<file path="src/rtl/cpu_pkg.sv">
// Shared branch-prediction types: 2-bit direction counter encoding, saturating update, lookup view.
// Used by branch_predictor (optional BPRED_STATS_EN counters) and bpred_ctr_table.
package cpu_pkg;

   typedef logic [1:0] ctr_t;

   localparam ctr_t SNT = 2'd0;
   localparam ctr_t WNT = 2'd1;
   localparam ctr_t WT  = 2'd2;
   localparam ctr_t ST  = 2'd3;

   // Tag and target widths are parameter-dependent, so they live in parallel
   // arrays in branch_predictor; this struct is the decoded view of one slot.
   typedef struct packed {
      logic valid;
      logic hit;
      ctr_t ctr;
   } bpred_entry;

   function automatic ctr_t sat_update(input ctr_t ctr, input logic taken);
      ctr_t nxt;
      if (taken) nxt = (ctr == ST)  ? ST  : ctr + 2'd1;
      else       nxt = (ctr == SNT) ? SNT : ctr - 2'd1;
      return nxt;
   endfunction

endpackage

</file>
<file path="src/rtl/bpred_ctr_table.sv">
// NENTRY x 2-bit direction counter array: two combinational read ports (fetch lookup,
// resolve-side read-modify-write) and one synchronous write port; resets every counter to WNT.
module bpred_ctr_table
   import cpu_pkg::*;
#(
   parameter int NENTRY = 16,
   parameter int IDX_W  = $clog2(NENTRY)
) (
   input  logic             clk,
   input  logic             reset,
   input  logic [IDX_W-1:0] rd0_idx,
   output logic [1:0]       rd0_ctr,
   input  logic [IDX_W-1:0] rd1_idx,
   output logic [1:0]       rd1_ctr,
   input  logic             wr_en,
   input  logic [IDX_W-1:0] wr_idx,
   input  logic [1:0]       wr_ctr
);

   ctr_t ctr_q [NENTRY];

   always_ff @(posedge clk) begin
      if (reset) begin
         for (int i = 0; i < NENTRY; i++) ctr_q[i] <= WNT;
      end else if (wr_en) begin
         ctr_q[wr_idx] <= wr_ctr;
      end
   end

   assign rd0_ctr = ctr_q[rd0_idx];
   assign rd1_ctr = ctr_q[rd1_idx];

endmodule

</file>
<file path="src/rtl/branch_predictor.sv">
// Branch target buffer with 2-bit direction counters: combinational lookup for IF, update from MEM.
// Defining BPRED_STATS_EN adds stat_updates / stat_mispredicts event counters.
module branch_predictor
   import cpu_pkg::*;
#(
   parameter int NENTRY = 16,
   parameter int TAG_W  = 8,
   parameter int XLEN   = 32
) (
   input  logic            clk,
   input  logic            reset,
   input  logic [XLEN-1:0] if_pc,
   output logic            pred_taken,
   output logic [XLEN-1:0] pred_target,
   // upd_valid is a one-cycle qualifier with no back-pressure: every valid update is consumed.
   input  logic            upd_valid,
   input  logic [XLEN-1:0] upd_pc,
   input  logic            upd_is_jump,
   input  logic            upd_taken,
   input  logic [XLEN-1:0] upd_target,
   input  logic            upd_predicted,
   output logic            mispredict
`ifdef BPRED_STATS_EN
   ,
   output logic [31:0]     stat_updates,
   output logic [31:0]     stat_mispredicts
`endif
);

   localparam int IDX_W = $clog2(NENTRY);

   logic [NENTRY-1:0] valid_q, valid_d;
   logic [TAG_W-1:0]  tag_q    [NENTRY];
   logic [XLEN-1:0]   target_q [NENTRY];

   logic [IDX_W-1:0] if_idx, up_idx;
   logic [TAG_W-1:0] if_tag, up_tag;
   logic [1:0]       if_ctr, up_ctr;
   bpred_entry       if_e, up_e;

   logic accept;
   logic ctr_we;
   ctr_t ctr_wdata;
   logic ent_we;
   logic unused_pc_bits;

   assign if_idx = if_pc[IDX_W+1:2];
   assign if_tag = if_pc[IDX_W+TAG_W+1:IDX_W+2];
   assign up_idx = upd_pc[IDX_W+1:2];
   assign up_tag = upd_pc[IDX_W+TAG_W+1:IDX_W+2];
   assign unused_pc_bits = ^{if_pc, upd_pc};

   bpred_ctr_table #(.NENTRY(NENTRY), .IDX_W(IDX_W)) u_ctr_table (
      .clk     (clk),
      .reset   (reset),
      .rd0_idx (if_idx),
      .rd0_ctr (if_ctr),
      .rd1_idx (up_idx),
      .rd1_ctr (up_ctr),
      .wr_en   (ctr_we),
      .wr_idx  (up_idx),
      .wr_ctr  (ctr_wdata)
   );

   always_comb begin
      if_e.valid = valid_q[if_idx];
      if_e.hit   = valid_q[if_idx] && (tag_q[if_idx] == if_tag);
      if_e.ctr   = if_ctr;
      up_e.valid = valid_q[up_idx];
      up_e.hit   = valid_q[up_idx] && (tag_q[up_idx] == up_tag);
      up_e.ctr   = up_ctr;
   end

   // Lookup reads pre-update state; a same-cycle update becomes visible next cycle.
   assign pred_taken  = if_e.hit & if_e.ctr[1];
   assign pred_target = if_e.hit ? target_q[if_idx] : '0;

   assign accept     = upd_valid & ~reset;
   assign mispredict = accept & (upd_taken != upd_predicted);

   always_comb begin
      ctr_we    = 1'b0;
      ctr_wdata = up_e.ctr;
      ent_we    = 1'b0;
      valid_d   = valid_q;
      if (accept) begin
         if (up_e.hit) begin
            ctr_we = 1'b1;
            if (upd_is_jump) begin
               ctr_wdata = ST;
               ent_we    = 1'b1;
            end else begin
               ctr_wdata = sat_update(up_e.ctr, upd_taken);
               ent_we    = upd_taken;
            end
         end else if (upd_taken) begin
            // Allocate on a taken miss, evicting whatever occupied the slot.
            ctr_we          = 1'b1;
            ent_we          = 1'b1;
            ctr_wdata       = upd_is_jump ? ST : WT;
            valid_d[up_idx] = 1'b1;
         end
      end
   end

   always_ff @(posedge clk) begin
      if (reset) valid_q <= '0;
      else       valid_q <= valid_d;
   end

   always_ff @(posedge clk) begin
      if (ent_we) begin
         tag_q[up_idx]    <= up_tag;
         target_q[up_idx] <= upd_target;
      end
   end

`ifdef BPRED_STATS_EN
   logic [31:0] stat_upd_q, stat_mis_q;

   always_ff @(posedge clk) begin
      if (reset) begin
         stat_upd_q <= '0;
         stat_mis_q <= '0;
      end else begin
         if (accept)     stat_upd_q <= stat_upd_q + 32'd1;
         if (mispredict) stat_mis_q <= stat_mis_q + 32'd1;
      end
   end

   assign stat_updates     = stat_upd_q;
   assign stat_mispredicts = stat_mis_q;
`endif

endmodule

</file>
<file path="config.mk">
export PLATFORM = sky130hd
export DESIGN_NAME = branch_predictor
export DESIGN_NICKNAME = d
export VERILOG_FILES = /design/src/rtl/cpu_pkg.sv /design/src/rtl/bpred_ctr_table.sv /design/src/rtl/branch_predictor.sv
export SDC_FILE = /design/constraint.sdc
export NUM_CORES = 1
export LEC_CHECK = 0
export ABC_AREA = 1
export BUFFER_PORTS_ARGS = -buffer_cell sky130_fd_sc_hd__buf_4
export CAP_MARGIN = 5
export CORE_AREA = 2 2 258 260
export DETAILED_ROUTE_END_ITERATION = 8
export DIE_AREA = 0 0 260 262
export PLACE_DENSITY = 0.67
export RECOVER_POWER = 100
export SYNTH_ARGS = -nofsm -noshare
export SYNTH_HDL_FRONTEND = slang
export SYNTH_SLANG_ARGS = --single-unit
</file>
<file path="constraint.sdc">
create_clock -name clk -period 8.43 [get_ports clk]
set_input_delay 2.1075 -clock clk [delete_from_list [all_inputs] [get_ports clk]]
set_output_delay 2.1075 -clock clk [all_outputs]
set_load 0.02 [all_outputs]
</file>
==> impl_metrics.tcl, run 1 <==
set metrics [dict create \
    outcome "finished with violations" \
    failed_checks "capacitance limit, slew limit" \
    p_sw_mw 1.66 \
    crit_arrival_ns 8.06 \
    rows 94 \
    maxCapViolCount 5 \
    start_util_pct 44.7 \
    root_buffer "clkbuf_16" \
    fp.dieW_um 260 \
    synth-main-ff-cell "edfxtp_1" \
    critPathRequiredTime_ns 8.63 \
    crit_buf_inv 3 \
    cts_resized 0 \
    first_iter_violations 2162 \
    ff_latch_area_um2 20500 \
    dp_hpwl_mm 41.1 \
    layout.cells.non_filler 3447 \
    multi_input_area_um2 7650 \
    setup_tns_ns 0 \
    startpoint "upd_pc[2]" \
    nFillCells 5545 \
    postLayoutCellArea_um2 32900 \
    critPathMaxFanout 73 \
    hp-class "reg -> reg" \
    tritoncts "done" \
    whs_ns 0.469 \
    htreeDepth 3 \
    postCtsHoldBufs 0 \
    io_pins 136 \
    grt_pass1_vias 20100 \
    synth_seq_area_share_pct 70.3 \
    vias_per_cell 5.93 \
    vias 20400 \
    power_frac_seq_pct 50.3 \
    wl_per_cell_um 23.0 \
    die-area_um2 68100 \
    synthMostInstantiatedCell "edfxtp_1" \
    placed_cells 3314 \
    path_class "in -> reg" \
    synth_top_area_share_pct 69.2 \
    grt_usage_pct 23.1 \
    clk_path_buf_depth 3 \
    power_switching_share_pct 22.1 \
    p_total_mw 7.52 \
    port_buffers 95 \
    internal_power_mw 5.86 \
    max_stage_delay_ns 1.40 \
    core_um2 65300 \
    synth_area_leaders "edfxtp_1 (69%), nand2_1 (8.4%), a21oi_1 (5.1%)" \
    cp-end-kind "flip-flop" \
    reg2reg_from "tag_q[9][1]" \
    p_leak_nw 11.3 \
    setup_viol 0 \
    grt_max_degree 122 \
    grt_overflow 0 \
    placed_area_um2 30800 \
    slowest_stage "nor2_1" \
    yosysWarnings 0 \
    numClockSinks 688 \
    pwr-share-comb_pct 6.2 \
    syn_nets 2590 \
    fin_crit_sh_pct 93.2 \
    p_per_area_nw_per_um2 229 \
    clk_latency_ns 0.62 \
    fmax_mhz 127 \
    fin_worst_skew_ns 0.0205 \
    synth_seq_cells 688 \
    grt_pass1_wl_mm 119 \
    drtPass1Iterations 6 \
    drv_slew 157 \
    avgSynthCellArea_um2 11.7 \
    critPathTopFamily "simple AND/OR/NAND/NOR gates" \
    netlist_instances 2488 \
    syn_area_um2 29200 \
    final-hold-violation-count 0 \
    crit_top_cell "nand2_1" \
    drc 0 \
    area_growth_pct 12.8 \
    ant_nets 0 \
    slew_headroom_pct -7.29 \
    post-route-min-period_ns 7.86 \
    fp.dieH_um 262 \
    nets 2625 \
    cts_buffers 71 \
    synthTopCellsByCount "edfxtp_1 (672), nand2_1 (654), a21oi_1 (296)" \
    synth_edf_count 672 \
    post-cts-setup-buffers 0 \
    yosys.cell_types.count 38 \
    routed_wl_mm 79.3 \
    p_clk_share_pct 43.5 \
    path_cells "buf_4 -> inv_1 -> nor2_1 -> nand2_1 -> nand3_1 -> nand2_1 -> nand2_1 -> nor2_1 -> nand2_1 -> nand2_1 -> nor2_1 -> nand2_1 -> nor2_1 -> nand3_1 -> nand2_1 -> nand2_1 -> nor2_4 -> clkbuf_2" \
    clkTransAtPathRegs_ns 0.06 \
    async_flop_share_pct 0 \
    globalplace.congestion 0.876 \
    rsz0062_at_grt "false" \
    worst_pin_slew_ns 1.60 \
    cp-start-kind "primary input" \
    antenna_found_initial 6 \
    yosys.area.top_type "edfxtp_1" \
    drive_gt1_share_pct 7.76 \
    min_from "valid_q[15]" \
    ir_worst_vdd_v 0.000221 \
]
[final timing paths]
check,slack [ns],depth (start not counted),to
worst min-delay path,0.47,2,valid_q[15]
worst min register to register,0.47,2,valid_q[15]
worst max-delay path,0.57,18,tag_q[7][3]
worst max register to register,4.22,16,tag_q[7][3]
[worst reg2reg max path: stages, from the launching register on]
cell      delay (ns)
edfxtp_1        0.40
nand2_1         0.08
o21ai_0         0.08
nand2_1         0.09
nand2_1         0.06
nand2_1         0.07
nand2_1         0.08
o21ai_1         0.19
nand2_1         0.07
nor2_1          0.25
nand2_1         0.12
nor2_1          0.24
nand3_1         0.10
nand2_1         0.38
nand2_1         0.28
nor2_4          0.13
clkbuf_2        1.18
[logic make-up after synthesis]
| logic type | synth area share, % |
|---|---|
| buffers and inverters | 3.74 |
| AND/OR/NAND/NOR | 11.8 |
| AO/OA/AOI/OAI | 14.0 |
| flip-flops | 70.3 |
| XOR/XNOR | 0.150 |
[power by group through the flow]
stage	logic, mW	registers [mW]	clock network, mW
2_1_floorplan	0.290	3.86	0
4_1_cts	0.472	3.78	3.31
6_report	0.467	3.79	3.27
5_1_grt	0.511	3.79	3.44
3_3_place_gp	0.456	3.86	0
3_5_place_dp	0.470	3.86	0
[metrics by stage]
step	utilization [%]	setup WS [ns]
2_1_floorplan	-	2.14
3_3_place_gp	47.2	0.932
3_5_place_dp	47.2	0.814
4_1_cts	51.0	0.808
5_1_grt	50.4	0.277
6_report	50.4	0.574
[layer usage]
layer | up-vias | share of wire, % | track usage (%)
met5 | - | 0.054 | 0
met4 | 6 | 3.6 | 9.50
met3 | 187 | 8.3 | 3.74
met2 | 955 | 48 | 38.4
met1 | 10100 | 40 | 30.5
li1 | 9201 | - | -
[layout by cell type (no fill, tap or decap), types with 2 or more instances in the layout]
cell        instances
a21oi_1           296
a221o_1            25
a221oi_1           78
a22oi_1            17
a32o_1             25
buf_12              5
buf_2               2
buf_4              53
bufinv_16          12
clkbuf_1           81
clkbuf_16          72
clkbuf_2            9
clkbuf_4            2
clkinv_1           11
clkinv_2           11
clkinv_4            3
clkinvlp_4          2
dfxtp_1            16
diode_2             5
edfxtp_1          672
inv_1              91
inv_16              2
inv_2               3
inv_6               3
nand2_1           656
nand3_1            59
nand4_1             5
nor2_1             99
nor2_2              2
nor2_4             14
nor3_1             34
o211ai_1           48
o21ai_0           100
o21ai_1             4
o221ai_1            9
o22ai_1            11
o31ai_1            31
xnor2_1             4
[sequential cells by signal (all words and copies together) (netlist names)]
register           count
u_ctr_table.ctr_q     32
target_q             512
tag_q                128
valid_q               16
[area by class of cell]
cell class | count | share of cell area [%]
clock inverter | 42 | 1.75
clock buffer | 86 | 5.64
tap | 864 | 3.29
antenna | 5 | 0.0380
sequential | 688 | 62.3
timing repair buffer | 139 | 2.54
inverter | 98 | 1.16
multi-input combinational | 1525 | 23.3
Power figures use the tool's default switching activity.
==> run 2: changes to the inputs <==
- CORE_AREA: 2 2 258 260 -> 2 2 338 340
- DIE_AREA: 0 0 260 262 -> 0 0 340 342
- PLACE_DENSITY: 0.67 -> 0.46
- RECOVER_POWER: 100 -> 25
==> impl_metrics.tcl, run 2 (synthesized netlist as in run 1, its figures left out) <==
set metrics [dict create \
    fp.dieW_um 340 \
    die-area_um2 116000 \
    area_growth_pct 16.8 \
    path_cells "buf_6 -> inv_8 -> a21oi_1 -> o21ai_0 -> nand3_1 -> o21ai_0 -> o21ai_0 -> xnor2_1 -> nand3_2 -> buf_4 -> nor3_1 -> buf_4 -> buf_4" \
    r2r_cells 16 \
    whs_ns 0.466 \
    dp_hpwl_mm 46.8 \
    placed_cells 3973 \
    r2r_slack_ns 5.08 \
    drv_slew 0 \
    max_stage_delay_ns 0.69 \
    postCtsHoldBufs 0 \
    outcome "finished, final reports clean" \
    rr_endpoint "target_q[7][11]" \
    ir_worst_vdd_v 0.000124 \
    mostFrequentLayoutCells "edfxtp_1 (672), nand2_1 (654), a21oi_1 (296)" \
    postLayoutCellArea_um2 34100 \
    tritoncts "done" \
    fmax_mhz 125 \
    grt_usage_pct 15.2 \
    clk_latency_ns 0.64 \
    holdPathEnd "valid_q[11]" \
    grt_pass1_vias 18900 \
    antenna_found_initial 10 \
    post-route-min-period_ns 7.98 \
    fin_crit_sh_pct 94.7 \
    vias_per_cell 4.79 \
    slew_headroom_pct 35.4 \
    nFillCells 11500 \
    grt_max_degree 174 \
    wl_per_cell_um 22.0 \
    globalplace.congestion 0.791 \
    htreeDepth 3 \
    final-hold-violation-count 0 \
    reg2reg_from "tag_q[4][3]" \
    setup_viol 0 \
    clkTransAtPathRegs_ns 0.05 \
    layout.cells.non_filler 4117 \
    critPathRequiredTime_ns 6.32 \
    port_buffers 95 \
    nets 2644 \
    detailedPlace.worstSlack_ns 0.433 \
    io_pins 136 \
    layout_commonest_cell "edfxtp_1" \
    fin_worst_skew_ns 0.0371 \
    hp-class "reg -> reg" \
    drc 0 \
    cp-end-kind "primary output" \
    worst_pin_slew_ns 0.969 \
    p_leak_nw 11.5 \
    crit_buf_inv 5 \
    path_class "in -> out" \
    p_total_mw 7.48 \
    clk_path_buf_depth 3 \
    critPathMaxFanout 52 \
    drive_gt1_share_pct 10.0 \
    setup_tns_ns 0 \
    largest_reg_flops 512 \
    critPathTopFamily "buffers and inverters" \
    cp-start-kind "primary input" \
    routed_wl_mm 90.4 \
    vias 19700 \
    rows 124 \
    first_iter_violations 1785 \
    largest_register "target_q" \
    crit_arrival_ns 5.87 \
    fp.dieH_um 342 \
    finalWorstSetupSlack_ns 0.449 \
    rsz0062_at_grt "false" \
    slowest_stage "nand3_2" \
    post-route-util_pct 30.1 \
    root_buffer "clkbuf_16" \
    start_util_pct 25.8 \
    hold_path_depth 2 \
    ant_nets 0 \
    min_from "valid_q[11]" \
    placed_area_um2 31800 \
    numClockSinks 688 \
    grt_overflow 0 \
    p_per_area_nw_per_um2 220 \
    reg_top3 "target_q x512, tag_q x128, u_ctr_table.ctr_q x32" \
    cts_resized 0 \
    grt_pass1_wl_mm 131 \
    cts_buffers 79 \
    maxCapViolCount 0 \
    drtPass1Iterations 5 \
    core_um2 113000 \
    post-cts-setup-buffers 0 \
]
run 2: worst max path at each step:
stage              from              end  slack, ns  cells after the start
6_report       if_pc[3]   pred_target[2]       0.45                     13
5_1_grt        if_pc[3]   pred_target[2]       0.30                     13
4_1_cts        if_pc[3]  pred_target[30]       0.42                     12
3_5_place_dp   if_pc[3]  pred_target[30]       0.43                     12
3_3_place_gp   if_pc[3]  pred_target[30]       0.49                     12
2_1_floorplan  if_pc[2]  pred_target[14]       2.14                     10
run 2: final cells by class:
type                    count  area [um2]  area share (%)
diodes                      2        5.00          0.0147
clock buffers             102        2080            6.12
clock inverters            40         313           0.918
inverters                  98         387            1.14
multi-input cells        1525        7710            22.6
flip-flops and latches    688       20500            60.2
well taps                1512        1890            5.55
repair buffers            150        1170            3.45
run 2: power by group:
| group | internal (mW) | leakage (nW) | switching (mW) |
|---|---|---|---|
| registers | 3.78 | 6.21 | 0.00768 |
| clock network | 1.79 | 1.16 | 1.41 |
| logic | 0.134 | 4.14 | 0.364 |
| total | 5.70 | 11.5 | 1.78 |
run 2: worst register-to-register path, cell delays in order (launching register included):
cell	delay [ns]
edfxtp_1	0.39
nand2_1	0.08
nand2_1	0.06
nand2_1	0.05
nand2_1	0.06
nand2_1	0.05
nand2_1	0.11
o21bai_1	0.17
nand2_1	0.06
nor2_1	0.19
nand2_1	0.13
nor2_2	0.16
nand3_1	0.11
nand2_2	0.22
nand2_1	0.24
nor2_4	0.12
buf_4	0.71
run 2: routing by layer:
layer	global-route usage (%)	routed length (um)	up-vias
li1	-	-	9250
met1	21.6	42400	9828
met2	24.2	41500	521
met3	2.52	4660	129
met4	3.71	1880	12
met5	0	79	-
==> run 3: changes to the inputs <==
- RECOVER_POWER: 25 -> 50
==> impl_metrics.tcl, run 3 (synthesized netlist as in run 1, its figures left out) <==
set metrics [dict create \
    grt_overflow 0 \
    cp-start-kind "primary input" \
    fmax_mhz 127 \
    vias 19800 \
    worst_pin_slew_ns 2.20 \
    largest_register "target_q" \
    setup_tns_ns 0 \
    grt_usage_pct 15.2 \
    layout_commonest_cell "edfxtp_1" \
    cts_buffers 79 \
    power_switching_share_pct 23.7 \
    cp-end-kind "primary output" \
    mostFrequentLayoutCells "edfxtp_1 (672), nand2_1 (656), a21oi_1 (296)" \
    start_util_pct 25.8 \
    dp_hpwl_mm 46.8 \
    clk_latency_ns 0.64 \
    p_per_area_nw_per_um2 220 \
    setup_viol 0 \
    critPathMaxFanout 52 \
    numClockSinks 688 \
    post-cts-setup-buffers 0 \
    reg2reg_from "tag_q[9][7]" \
    routed_wl_mm 90.4 \
    clkTransAtPathRegs_ns 0.05 \
    grt_pass1_wl_mm 131 \
    outcome "finished with violations" \
    r2r_cells 16 \
    rows 124 \
    final-hold-violation-count 0 \
    core_um2 113000 \
    reg_top3 "target_q x512, tag_q x128, u_ctr_table.ctr_q x32" \
    ant_nets 0 \
    post-route-min-period_ns 7.90 \
    htreeDepth 3 \
    vias_per_cell 4.81 \
    grt_max_degree 174 \
    detailedPlace.worstSlack_ns 0.433 \
    clk_path_buf_depth 3 \
    slew_headroom_pct -47.1 \
    maxCapViolCount 1 \
    die-area_um2 116000 \
    root_buffer "clkbuf_16" \
    r2r_slack_ns 4.86 \
    ir_worst_vdd_v 0.000123 \
    wl_per_cell_um 21.9 \
    area_growth_pct 16.6 \
    p_clk_share_pct 42.7 \
    internal_power_mw 5.70 \
    globalplace.congestion 0.791 \
    first_iter_violations 1894 \
    fin_worst_skew_ns 0.0372 \
    crit_arrival_ns 5.80 \
    finalWorstSetupSlack_ns 0.527 \
    failed_checks "capacitance limit, slew limit" \
    drive_gt1_share_pct 9.30 \
    p_sw_mw 1.77 \
    nets 2644 \
    power_frac_seq_pct 50.7 \
    antenna_found_initial 10 \
    critPathRequiredTime_ns 6.32 \
    grt_pass1_vias 18900 \
    cts_resized 0 \
    hold_path_depth 2 \
    io_pins 136 \
    holdPathEnd "valid_q[11]" \
    port_buffers 95 \
    min_from "valid_q[11]" \
    hp-class "reg -> reg" \
    tritoncts "done" \
    path_class "in -> out" \
    fp.dieH_um 342 \
    drv_slew 25 \
    fp.dieW_um 340 \
    p_leak_nw 11.5 \
    postCtsHoldBufs 0 \
    largest_reg_flops 512 \
    rsz0062_at_grt "false" \
    drc 0 \
    fin_crit_sh_pct 93.7 \
    rr_endpoint "target_q[7][11]" \
    drtPass1Iterations 6 \
    pwr-share-comb_pct 6.6 \
]
## run 3: power by group through the flow
| stage | logic, mW | clock network, mW | registers, mW |
|---|---|---|---|
| 2_1_floorplan | 0.290 | 0 | 3.86 |
| 3_3_place_gp | 0.508 | 0 | 3.86 |
| 3_5_place_dp | 0.507 | 0 | 3.86 |
| 4_1_cts | 0.508 | 3.28 | 3.78 |
| 5_1_grt | 0.547 | 3.40 | 3.79 |
| 6_report | 0.494 | 3.20 | 3.79 |
## run 3: layout make-up
type,instances,area [um2]
fillers,11600,79100
flip-flops and latches,688,20500
multi-input cells,1525,7690
clock buffers,102,2080
well taps,1512,1890
repair buffers,150,1120
inverters,98,387
clock inverters,40,313
diodes,3,7.51
## run 3: how the worst max path moves through the flow
stage                     startpoint               to  slack, ns
after floorplan             if_pc[2]  pred_target[14]       2.14
after global placement      if_pc[3]  pred_target[30]       0.49
after detailed placement    if_pc[3]  pred_target[30]       0.43
after CTS                   if_pc[3]  pred_target[30]       0.42
after global routing        if_pc[3]   pred_target[2]       0.30
final                       if_pc[3]   pred_target[2]       0.53
## run 3: critical path, cell delays in order
cell and delay (ns):
buf_6 0.49, inv_8 0.28, a21oi_1 0.20, o21ai_0 0.10
nand3_1 0.10, o21ai_0 0.09, o21ai_0 0.40, xnor2_1 0.22
nand3_2 0.66, buf_4 0.46, nor3_1 0.27, buf_4 0.20
buf_4 0.14
## run 3: stage by stage
stage	total power, mW	hold slack, ns	cells	util (%)	cell area, um2
after floorplan	4.15	0.440	2488	-	29200
after global placement	4.36	0.454	3973	28.1	31800
after detailed placement	4.36	0.458	3973	28.1	31800
after CTS	7.57	0.465	4115	30.2	34200
after global routing	7.73	0.489	4115	30.0	34000
final	7.48	0.466	4118	30.1	34000
## run 3: layer usage
| layer | wire, um | GRT usage, % | vias up |
|---|---|---|---|
| li1 | - | - | 9245 |
| met1 | 42100 | 21.6 | 9867 |
| met2 | 41600 | 24.2 | 557 |
| met3 | 4750 | 2.52 | 122 |
| met4 | 1840 | 3.71 | 12 |
| met5 | 79 | 0 | - |
